$ cat src/rtl/ibex_to_wb_master.sv
// Ibex req/gnt/rvalid port to Wishbone B4 pipelined master; grant is combinational,
// responses return registered one cycle after ack/err, with a watchdog abort on a hung bus.
module ibex_to_wb_master #(
  parameter int AW              = 32,
  parameter int DW              = 32,
  parameter int MAX_OUTSTANDING = 2,
  parameter int TIMEOUT         = 256
) (
  input  logic          clk_i,
  input  logic          rst_ni,
  input  logic          req_i,
  output logic          gnt_o,
  input  logic          we_i,
  input  logic [DW/8-1:0] be_i,
  input  logic [AW-1:0] addr_i,
  input  logic [DW-1:0] wdata_i,
  output logic          rvalid_o,
  output logic [DW-1:0] rdata_o,
  output logic          err_o,
  output logic          wb_cyc_o,
  output logic          wb_stb_o,
  output logic          wb_we_o,
  output logic [AW-1:0] wb_adr_o,
  output logic [DW/8-1:0] wb_sel_o,
  output logic [DW-1:0] wb_dat_o,
  input  logic [DW-1:0] wb_dat_i,
  input  logic          wb_ack_i,
  input  logic          wb_err_i,
  input  logic          wb_stall_i
);

  localparam int CW = $clog2(MAX_OUTSTANDING + 1);
  localparam int TW = $clog2(TIMEOUT);
  localparam logic [CW-1:0] MAX_CNT   = CW'(MAX_OUTSTANDING);
  localparam logic [TW-1:0] TIMER_MAX = TW'(TIMEOUT - 1);

  typedef enum logic [1:0] {
    S_IDLE   = 2'd0,
    S_ACTIVE = 2'd1,
    S_ABORT  = 2'd2
  } state_t;

  state_t                     r_state, w_state_nxt;
  logic [CW-1:0]              r_cnt, w_cnt_nxt;
  logic [TW-1:0]              r_timer, w_timer_nxt;
  logic [MAX_OUTSTANDING-1:0] r_we_q, w_we_q_nxt;
  logic                       r_rvalid;
  logic                       r_err;
  logic [DW-1:0]              r_rdata;

  logic          w_room;
  logic          w_accept;
  logic          w_resp;
  logic          w_abort_rsp;
  logic          w_pop;
  logic [CW-1:0] w_wr_idx;

  // Reset gates the combinational request path so nothing leaks out while rst_ni is low.
  assign w_room      = rst_ni & (r_cnt < MAX_CNT) & (r_state != S_ABORT);
  assign wb_stb_o    = req_i & w_room;
  assign w_accept    = wb_stb_o & ~wb_stall_i;
  assign gnt_o       = w_accept;
  assign w_resp      = (wb_ack_i | wb_err_i) & (r_cnt != '0) & (r_state == S_ACTIVE);
  assign w_abort_rsp = (r_state == S_ABORT) & (r_cnt != '0);
  assign w_pop       = w_resp | w_abort_rsp;
  assign wb_cyc_o    = wb_stb_o | (r_state == S_ACTIVE);

  assign wb_we_o  = we_i;
  assign wb_adr_o = addr_i;
  assign wb_sel_o = be_i;
  assign wb_dat_o = wdata_i;

  assign rvalid_o = r_rvalid;
  assign err_o    = r_err;
  assign rdata_o  = r_rdata;

  always_comb begin
    w_cnt_nxt = r_cnt;
    if (w_accept && !w_pop) begin
      w_cnt_nxt = r_cnt + 1'b1;
    end else if (!w_accept && w_pop) begin
      w_cnt_nxt = r_cnt - 1'b1;
    end
  end

  // Per-transfer write flag, oldest at bit 0, so read data can be zeroed for writes.
  assign w_wr_idx = r_cnt - CW'(w_pop);

  always_comb begin
    w_we_q_nxt = r_we_q;
    if (w_pop) begin
      w_we_q_nxt = r_we_q >> 1;
    end
    if (w_accept) begin
      for (int i = 0; i < MAX_OUTSTANDING; i++) begin
        if (CW'(i) == w_wr_idx) begin
          w_we_q_nxt[i] = we_i;
        end
      end
    end
  end

  always_comb begin
    w_state_nxt = r_state;
    w_timer_nxt = r_timer;
    case (r_state)
      S_IDLE: begin
        w_timer_nxt = '0;
        if (w_accept) begin
          w_state_nxt = S_ACTIVE;
        end
      end
      S_ACTIVE: begin
        if (w_resp || w_accept) begin
          w_timer_nxt = '0;
        end else if (r_cnt != '0) begin
          w_timer_nxt = r_timer + 1'b1;
        end
        if (w_cnt_nxt == '0) begin
          w_state_nxt = S_IDLE;
          w_timer_nxt = '0;
        end else if (r_timer == TIMER_MAX && !w_resp && !w_accept) begin
          w_state_nxt = S_ABORT;
          w_timer_nxt = '0;
        end
      end
      S_ABORT: begin
        w_timer_nxt = '0;
        if (w_cnt_nxt == '0) begin
          w_state_nxt = S_IDLE;
        end
      end
      default: begin
        w_state_nxt = S_IDLE;
        w_timer_nxt = '0;
      end
    endcase
  end

  always_ff @(posedge clk_i or negedge rst_ni) begin
    if (!rst_ni) begin
      r_state  <= S_IDLE;
      r_cnt    <= '0;
      r_timer  <= '0;
      r_we_q   <= '0;
      r_rvalid <= 1'b0;
      r_err    <= 1'b0;
      r_rdata  <= '0;
    end else begin
      r_state  <= w_state_nxt;
      r_cnt    <= w_cnt_nxt;
      r_timer  <= w_timer_nxt;
      r_we_q   <= w_we_q_nxt;
      r_rvalid <= w_pop;
      r_err    <= w_abort_rsp | (w_resp & wb_err_i);
      r_rdata  <= (w_resp && !wb_err_i && !r_we_q[0]) ? wb_dat_i : '0;
    end
  end

endmodule

$ cat config.mk
export PLATFORM = sky130hd
export DESIGN_NAME = ibex_to_wb_master
export DESIGN_NICKNAME = d
export VERILOG_FILES = /design/src/rtl/ibex_to_wb_master.sv
export SDC_FILE = /design/constraint.sdc
export NUM_CORES = 1
export LEC_CHECK = 0
export BUFFER_PORTS_ARGS = -buffer_cell sky130_fd_sc_hd__clkbuf_2
export CORE_MARGIN = 2
export CORE_UTILIZATION = 35
export DETAILED_ROUTE_END_ITERATION = 10
export PLACE_DENSITY = 0.77
export RECOVER_POWER = 25
export SLEW_MARGIN = 5
export SYNTH_ARGS = -nofsm -noshare
export SYNTH_HDL_FRONTEND = slang
export SYNTH_SLANG_ARGS = --single-unit
$ cat constraint.sdc
create_clock -name clk_i -period 2.05 [get_ports clk_i]
set_input_delay 0.3075 -clock clk_i [delete_from_list [all_inputs] [get_ports clk_i]]
set_output_delay 0.3075 -clock clk_i [all_outputs]
set_load 0.03 [all_outputs]
==> qor.csv, run 1 <==
stage;metric;value;unit
setup_path;worst path cell trace;clkbuf_2 -> dlygate4sd3_1 -> buf_4 -> and4b_1 -> and3_1 -> a211o_4 -> a211oi_1;
logic_synthesis;register area share after synthesis;47.4;%
clock_network;Clock Root Buffer;clkbuf_8;
sta;Setup TNS Final;0;ns
floorplanning;die area;0.00793;mm^2
global_route;grt met1 use;15.2;%
layout;FF+latch area;0.00120;mm^2
logic_synthesis;post-synthesis simple-gate area fraction;19.9;%
clock_network;htree depth;2;
sta;Worst slew margin;-1.19;%
setup_path;Req. time, crit path;2.25;ns
layout;Layout Utilization;38.3;%
place;port bufs;76;
global_route;met3 Use GR;7.94;%
logic_synthesis;EDFF count, synth;0;
clock_network;TritonCTS clock tree;done;
logic_synthesis;post-synthesis xor/xnor area fraction;0.692;%
floorplanning;Initial Utilization;35.5;%
setup_path;startpoint types;input pin;
detailed_routing;initial drt markers;34;
global_route;Top Usage Layer GRT;met2;
logic_synthesis;adder-cell share of the synthesized area;1.48;%
layout;NumNets Final;375;
floorplanning;core area;0.00714;mm^2
layout;final non-filler cell total;365;
sta;Setup-failing EPs final;0;
layout;n_diodes;0;
detailed_routing;Avg WL per Cell;14.2;um
pwr;Sw Share;20.4;%
detailed_routing;DRT Pass-1 Iters;4;
sta;Worst-Margin Slew;1.52;ns
pwr;combinational share of power;3.9;%
place;DP Cell Count;355;
setup_path;Worst Path Arrival;2.18;ns
global_route;grt met2 use;20.1;%
logic_synthesis;Yosys cell types;35;
logic_synthesis;Post-synth ARST share;100;%
clock_network;Clock transition at path regs;0.09;ns
clock_network;clock buffer depth;2;
layout;synthesis-to-layout area growth;8.05;%
run;Max Cap Violations;1;
logic_synthesis;complex-gate fraction of the synthesized area;6.37;%
logic_synthesis;mux cell area share after synthesis;1.33;%
pwr;Peak VDD IR;0.356;mV
clock_network;CTS Buf Count;5;
clock_network;clk_lat worst skew;0.29;ns
global_route;overflow left after global routing;0;
sta;Highest Clock Rate;504;MHz
floorplanning;# rows;31;
detailed_routing;drt via density;4.64;
sta;RSZ-0062 raised after global routing;no;
sta;period utilization;96.8;%
floorplanning;Die Y;89.1;um
detailed_routing;via count;1693;
pwr;Internal;1380;uW
setup_path;max incr delay on CP;0.57;ns
setup_path;Crit Path Class;in -> reg;
logic_synthesis;Net Count, Synth;356;
pwr;pwr dens;633;mW/mm^2
floorplanning;overall die width;89.1;um
global_route;number of global-route vias before repair;1717;
logic_synthesis;mapped cell area;0.00253;mm^2
run_status;failing checks;capacitance limit, slew limit;
pwr;Reg power frac;54.6;%
logic_synthesis;Syn Inst Count;246;
layout;share of cells above drive strength 1;39.8;%
pwr;clock network power share;41.5;%
sta;Max Slew Vio Count;30;
layout;area of the multi-input gates;785;um^2
logic_synthesis;main combinational cell family by area after synthesis;buffers and inverters;
logic_synthesis;prevailing post-synth register cell;dfrtp_1;
global_route;largest net degree at the start of global routing;33;
global_route;GRT Resource Usage Total;13.5;%
pwr;total leakage power;0.00146;uW
place;gpl congestion;0.869;
global_route;initial antenna violation count;0;
run_status;run status;finished with violations;
layout;filler instances;745;
sta;Min Clock Period, post-route;1.99;ns
setup_path;Slowest-stage cell, CP;dlygate4sd3_1;
logic_synthesis;register bit total from synthesis;48;
sta;final hold vios;0;
min_path;Hold Path Class;in -> reg;
detailed_routing;drc violations;0;
logic_synthesis;syn_area_per_cell;10.3;um^2
logic_synthesis;Synthesis Warnings;0;
detailed_routing;WL final;5180;um
sta;Worst Skew;0.00696;ns
detailed_routing;final antenna-violating net count;0;
setup_path;element type at the critical path end;flop;
setup_path;CP max FO;10;
pwr;sw power;353;uW
floorplanning;Ports;213;
global_route;first-pass GRT wire length;8250;um
clock_network;clk sink count;48;
place;HPWL after DPL;3950;um
[worst paths after layout]
path | start | endpoint | slack [ns] | cells after the start
worst min-delay path | wb_dat_i[24] | rdata_o[24] | 0.20 | 2
max in group asynchronous | rst_ni | rdata_o[13] | 0.65 | 2
min in group asynchronous | rst_ni | r_state[0] | 0.50 | 3
worst max register to register | r_cnt[0] | r_timer[2] | 0.09 | 6
worst max-delay path | rst_ni | r_timer[2] | 0.06 | 7
worst min register to register | r_state[1] | r_state[0] | 0.45 | 1
[stage by stage]
stage	instance area, um^2	hold WS [ns]	setup slack (ns)	total power, uW
floorplan	2530	0.0119	0.0372	1220
global placement	2570	0.270	0.111	1030
detailed placement	2570	0.273	0.0345	1030
CTS	2710	0.0564	0.00599	1770
global route	2740	0.191	0.00170	1810
finish	2740	0.205	0.0650	1730
[registers in the layout (all words and copies together) (netlist names)]
register  count
r_state       2
rvalid_o      1
err_o         1
r_cnt         2
r_timer       8
rdata_o      32
r_we_q        2
[final cells by class]
type	instances	share of cell area (%)
clock buffers	6	3.02
clock inverters	2	1.42
inverters	5	0.686
multi-input cells	117	28.7
repair buffers	88	17.8
well taps	99	4.53
flip-flops and latches	48	43.9
[timing repair]
| action | CTS | global route |
|---|---|---|
| hold buffers | 2 | 0 |
| endpoints found under the hold margin | 4 | 0 |
| resized for setup | 0 | 10 |
| buffers inserted | 0 | 0 |
| endpoints found under the setup margin | 0 | 13 |
[cell usage after synthesis (3+ instances only)]
master | count | area share (%)
a21oi_1 | 5 | 0.99
dfrtp_1 | 48 | 47
a211oi_1 | 4 | 1.2
inv_1 | 5 | 0.74
clkbuf_1 | 5 | 0.74
and2_1 | 37 | 9.1
o21ai_0 | 6 | 1.2
buf_4 | 69 | 20
nand3_1 | 3 | 0.59
ha_1 | 3 | 1.5
nor2_1 | 8 | 1.2
mux2_2 | 3 | 1.3
and3_1 | 4 | 0.99
nand2_1 | 7 | 1.0
nor3_1 | 9 | 1.8
[kinds of logic (layout without fill, tap and decap cells)]
logic type               after synthesis  in the layout
AO/OA/AOI/OAI                         25             25
multiplexers                           3              3
buffers and inverters                 81            101
AND/OR/NAND/NOR                       84             84
flip-flops                            48             48
XOR/XNOR                               2              2
adder cells (fa/ha/maj)                3              3
[power by group through the flow]
stage               Clock, uW  Combinational (uW)  Sequential (uW)
finish                    718                67.3              946
global placement            0                66.5              965
CTS                       756                70.7              946
detailed placement          0                67.2              965
floorplan                   0                 256              965
global route              782                77.5              946
[routing by layer]
metal  vias to the layer above  routed length (um)  share of wire (%)
li1                        779                   -                  -
met1                       794                2010                 39
met2                       100                2380                 46
met3                        20                 604                 12
met4                         0                 182                3.5
met5                         -                   0                  0
[worst max-delay path, delay by kind of cell]
family	cells	cell delay, ns
buffers and inverters	3	0.85
and+or+nand+nor	2	0.42
AOI/OAI and AO/OA	2	0.61
[layout by cell type (no fill, tap or decap), types with 5 or more instances in the layout]
master	n
a21oi_1	5
nor2_1	8
nand2_1	6
clkbuf_2	74
dfrtp_1	48
buf_4	8
inv_1	5
nor3_1	8
and2_1	36
o21ai_0	5
clkbuf_8	6
No activity file was read; power rests on OpenSTA's default activity.
==> run 2: changes to the inputs <==
--- a/config.mk
+++ b/config.mk
@@ -7,9 +7,9 @@
 export LEC_CHECK = 0
 export BUFFER_PORTS_ARGS = -buffer_cell sky130_fd_sc_hd__clkbuf_2
 export CORE_MARGIN = 2
-export CORE_UTILIZATION = 35
+export CORE_UTILIZATION = 39
 export DETAILED_ROUTE_END_ITERATION = 10
-export PLACE_DENSITY = 0.77
+export PLACE_DENSITY = 0.81
 export RECOVER_POWER = 25
 export SLEW_MARGIN = 5
 export SYNTH_ARGS = -nofsm -noshare
==> constraint.sdc (replaced) <==
create_clock -name clk_i -period 1.87 [get_ports clk_i]
set_input_delay 0.2805 -clock clk_i [delete_from_list [all_inputs] [get_ports clk_i]]
set_output_delay 0.2805 -clock clk_i [all_outputs]
set_load 0.03 [all_outputs]
==> run 2 against run 1 <==
The flow still finishes with violations (capacitance limit, slew limit). Hold slack worse by 0.025 ns. Routed wire length up 3.1%. Clock skew down 0.00066 ns. Sequential power up 9.9%. Die area is 9.8% lower. First-iteration DRC count rose by 79%. Cell area rose by 1.7%. Non-clock buffer count rose by 4. Total power increased by 2.4%.
==> qor.csv, run 2 (synthesis gave the netlist of run 1 again) <==
stage;metric;value;unit
run_status;run status;finished with violations;
run_status;failing checks;capacitance limit, slew limit;
place;port bufs;76;
detailed_routing;Avg WL per Cell;15.3;um
setup_path;Reg-to-Reg Start;r_cnt[0];
sta;Setup-failing EPs final;0;
floorplanning;Ports;213;
setup_path;Crit Path Class;reg -> reg;
global_route;overflow left after global routing;0;
min_path;Hold Path Class;in -> reg;
pwr;combinational share of power;4.0;%
clock_network;clk sink count;48;
layout;area of the multi-input gates;853;um^2
sta;Highest Clock Rate;541;MHz
floorplanning;overall die width;84.6;um
layout;FF+latch area;0.00120;mm^2
pwr;Sw Share;22.2;%
floorplanning;die area;0.00715;mm^2
floorplanning;Die Y;84.6;um
floorplanning;# rows;29;
global_route;GRT Resource Usage Total;14.6;%
clock_network;Clock transition at path regs;0.10;ns
pwr;Peak VDD IR;0.364;mV
min_path;hold endpoint;rdata_o[28];
sta;Worst Skew;0.00630;ns
floorplanning;Initial Utilization;40.1;%
setup_path;r2r worst-path depth;6;
sta;final hold vios;0;
setup_path;element type at the critical path end;flop;
sta;Hold WS;0.179;ns
pwr;Reg power frac;58.5;%
pwr;clock network power share;37.5;%
min_path;Hold Crit Depth;2;
layout;share of cells above drive strength 1;45.4;%
setup_path;Req. time, crit path;2.07;ns
sta;period utilization;98.8;%
place;HPWL after DPL;3930;um
layout;synthesis-to-layout area growth;9.93;%
setup_path;Worst Path Arrival;2.05;ns
floorplanning;core area;0.00631;mm^2
clock_network;CTS Buf Count;5;
clock_network;TritonCTS clock tree;done;
detailed_routing;WL final;5340;um
global_route;first-pass GRT wire length;8280;um
place;gpl congestion;0.810;
clock_network;clk_lat worst skew;0.30;ns
layout;NumNets Final;380;
layout;filler instances;592;
global_route;largest net degree at the start of global routing;33;
detailed_routing;DRT Pass-1 Iters;4;
setup_path;CP max FO;5;
detailed_routing;final antenna-violating net count;0;
clock_network;clock buffer depth;2;
min_path;Hold Crit Start;wb_dat_i[28];
sta;Max Slew Vio Count;31;
sta;Worst-Margin Slew;1.56;ns
run;Max Cap Violations;1;
pwr;pwr dens;637;mW/mm^2
global_route;initial antenna violation count;0;
setup_path;reg2reg end;r_timer[6];
layout;n_diodes;0;
global_route;number of global-route vias before repair;1734;
layout;max reg flops;32;
detailed_routing;via count;1741;
pwr;Internal;1380;uW
sta;Worst slew margin;-3.94;%
pwr;total leakage power;0.00148;uW
sta;Min Clock Period, post-route;1.85;ns
detailed_routing;drc violations;0;
clock_network;htree depth;2;
layout;Layout Utilization;44.1;%
detailed_routing;drt via density;5.00;
detailed_routing;initial drt markers;61;
clock_network;Clock Root Buffer;clkbuf_8;
layout;commonest non-fill, non-tap cells in the layout;clkbuf_2, dfrtp_1, and2_1;
setup_path;R2R setup slack;0.02;ns
layout;most common cell after layout, fill and taps aside;clkbuf_2;
pwr;sw power;393;uW
setup_path;startpoint types;flop;
-- run 2: worst max-delay path by stage --
stage | from | to | slack (ns) | cells past startpoint
finish | r_cnt[0] | r_timer[6] | 0.02 | 6
global route | r_cnt[0] | r_timer[6] | -0.004 | 6
CTS | r_cnt[0] | r_timer[1] | 0.009 | 6
detailed placement | r_cnt[0] | r_timer[2] | -0.07 | 6
global placement | r_cnt[0] | r_timer[2] | 0.04 | 6
floorplan | r_cnt[1] | r_timer[6] | -0.009 | 8
-- run 2: per-stage QoR --
| stage | instances | TNS, ns | total power, uW | instance area, um^2 | setup slack [ns] |
|---|---|---|---|---|---|
| floorplan | 246 | -0.0320 | 1340 | 2560 | -0.00863 |
| global placement | 336 | 0 | 1130 | 2590 | 0.0403 |
| detailed placement | 336 | -0.266 | 1130 | 2590 | -0.0713 |
| CTS | 345 | 0 | 1800 | 2710 | 0.00922 |
| global route | 348 | -0.00751 | 1860 | 2780 | -0.00427 |
| finish | 348 | 0 | 1770 | 2780 | 0.0227 |
-- run 2: power groups by stage --
stage / clock [uW] / combinational [uW] / sequential, uW
after global routing: 740 / 81.6 / 1040
after CTS: 694 / 73.7 / 1040
final: 665 / 71.2 / 1040
after detailed placement: 0 / 71.8 / 1060
after floorplan: 0 / 280 / 1060
after global placement: 0 / 70.6 / 1060
-- run 2: routing by layer --
layer	track usage (%)	wire, um
met1	15.9	1960
met2	21.7	2460
met3	8.85	686
met4	8.51	228
met5	0	0
-- run 2: what timing repair did --
action / CTS / global route
gates cloned: 0 / 1
endpoints found under the hold margin: 10 / 0
hold buffers: 1 / 0
pin swaps: 0 / 3
resized for setup: 4 / 13
setup buffers: 0 / 2
setup endpoints to repair: 10 / 46
-- run 2: layout make-up --
class                           instances  area share, %
Timing Repair Buffer                   92           18.5
Sequential cell                        48           43.1
Multi-Input combinational cell        118           30.7
Inverter                                5          0.674
Tap cell                               77           3.46
Clock inverter                          2          0.629
Clock buffer                            6           2.97
-- run 2: critical path, stage by stage (launching register included) --
cell and delay (ns):
dfrtp_1 0.40, inv_2 0.07, ha_4 0.16, or3_4 0.39
and3_1 0.19, a211o_2 0.34, nor4_2 0.21
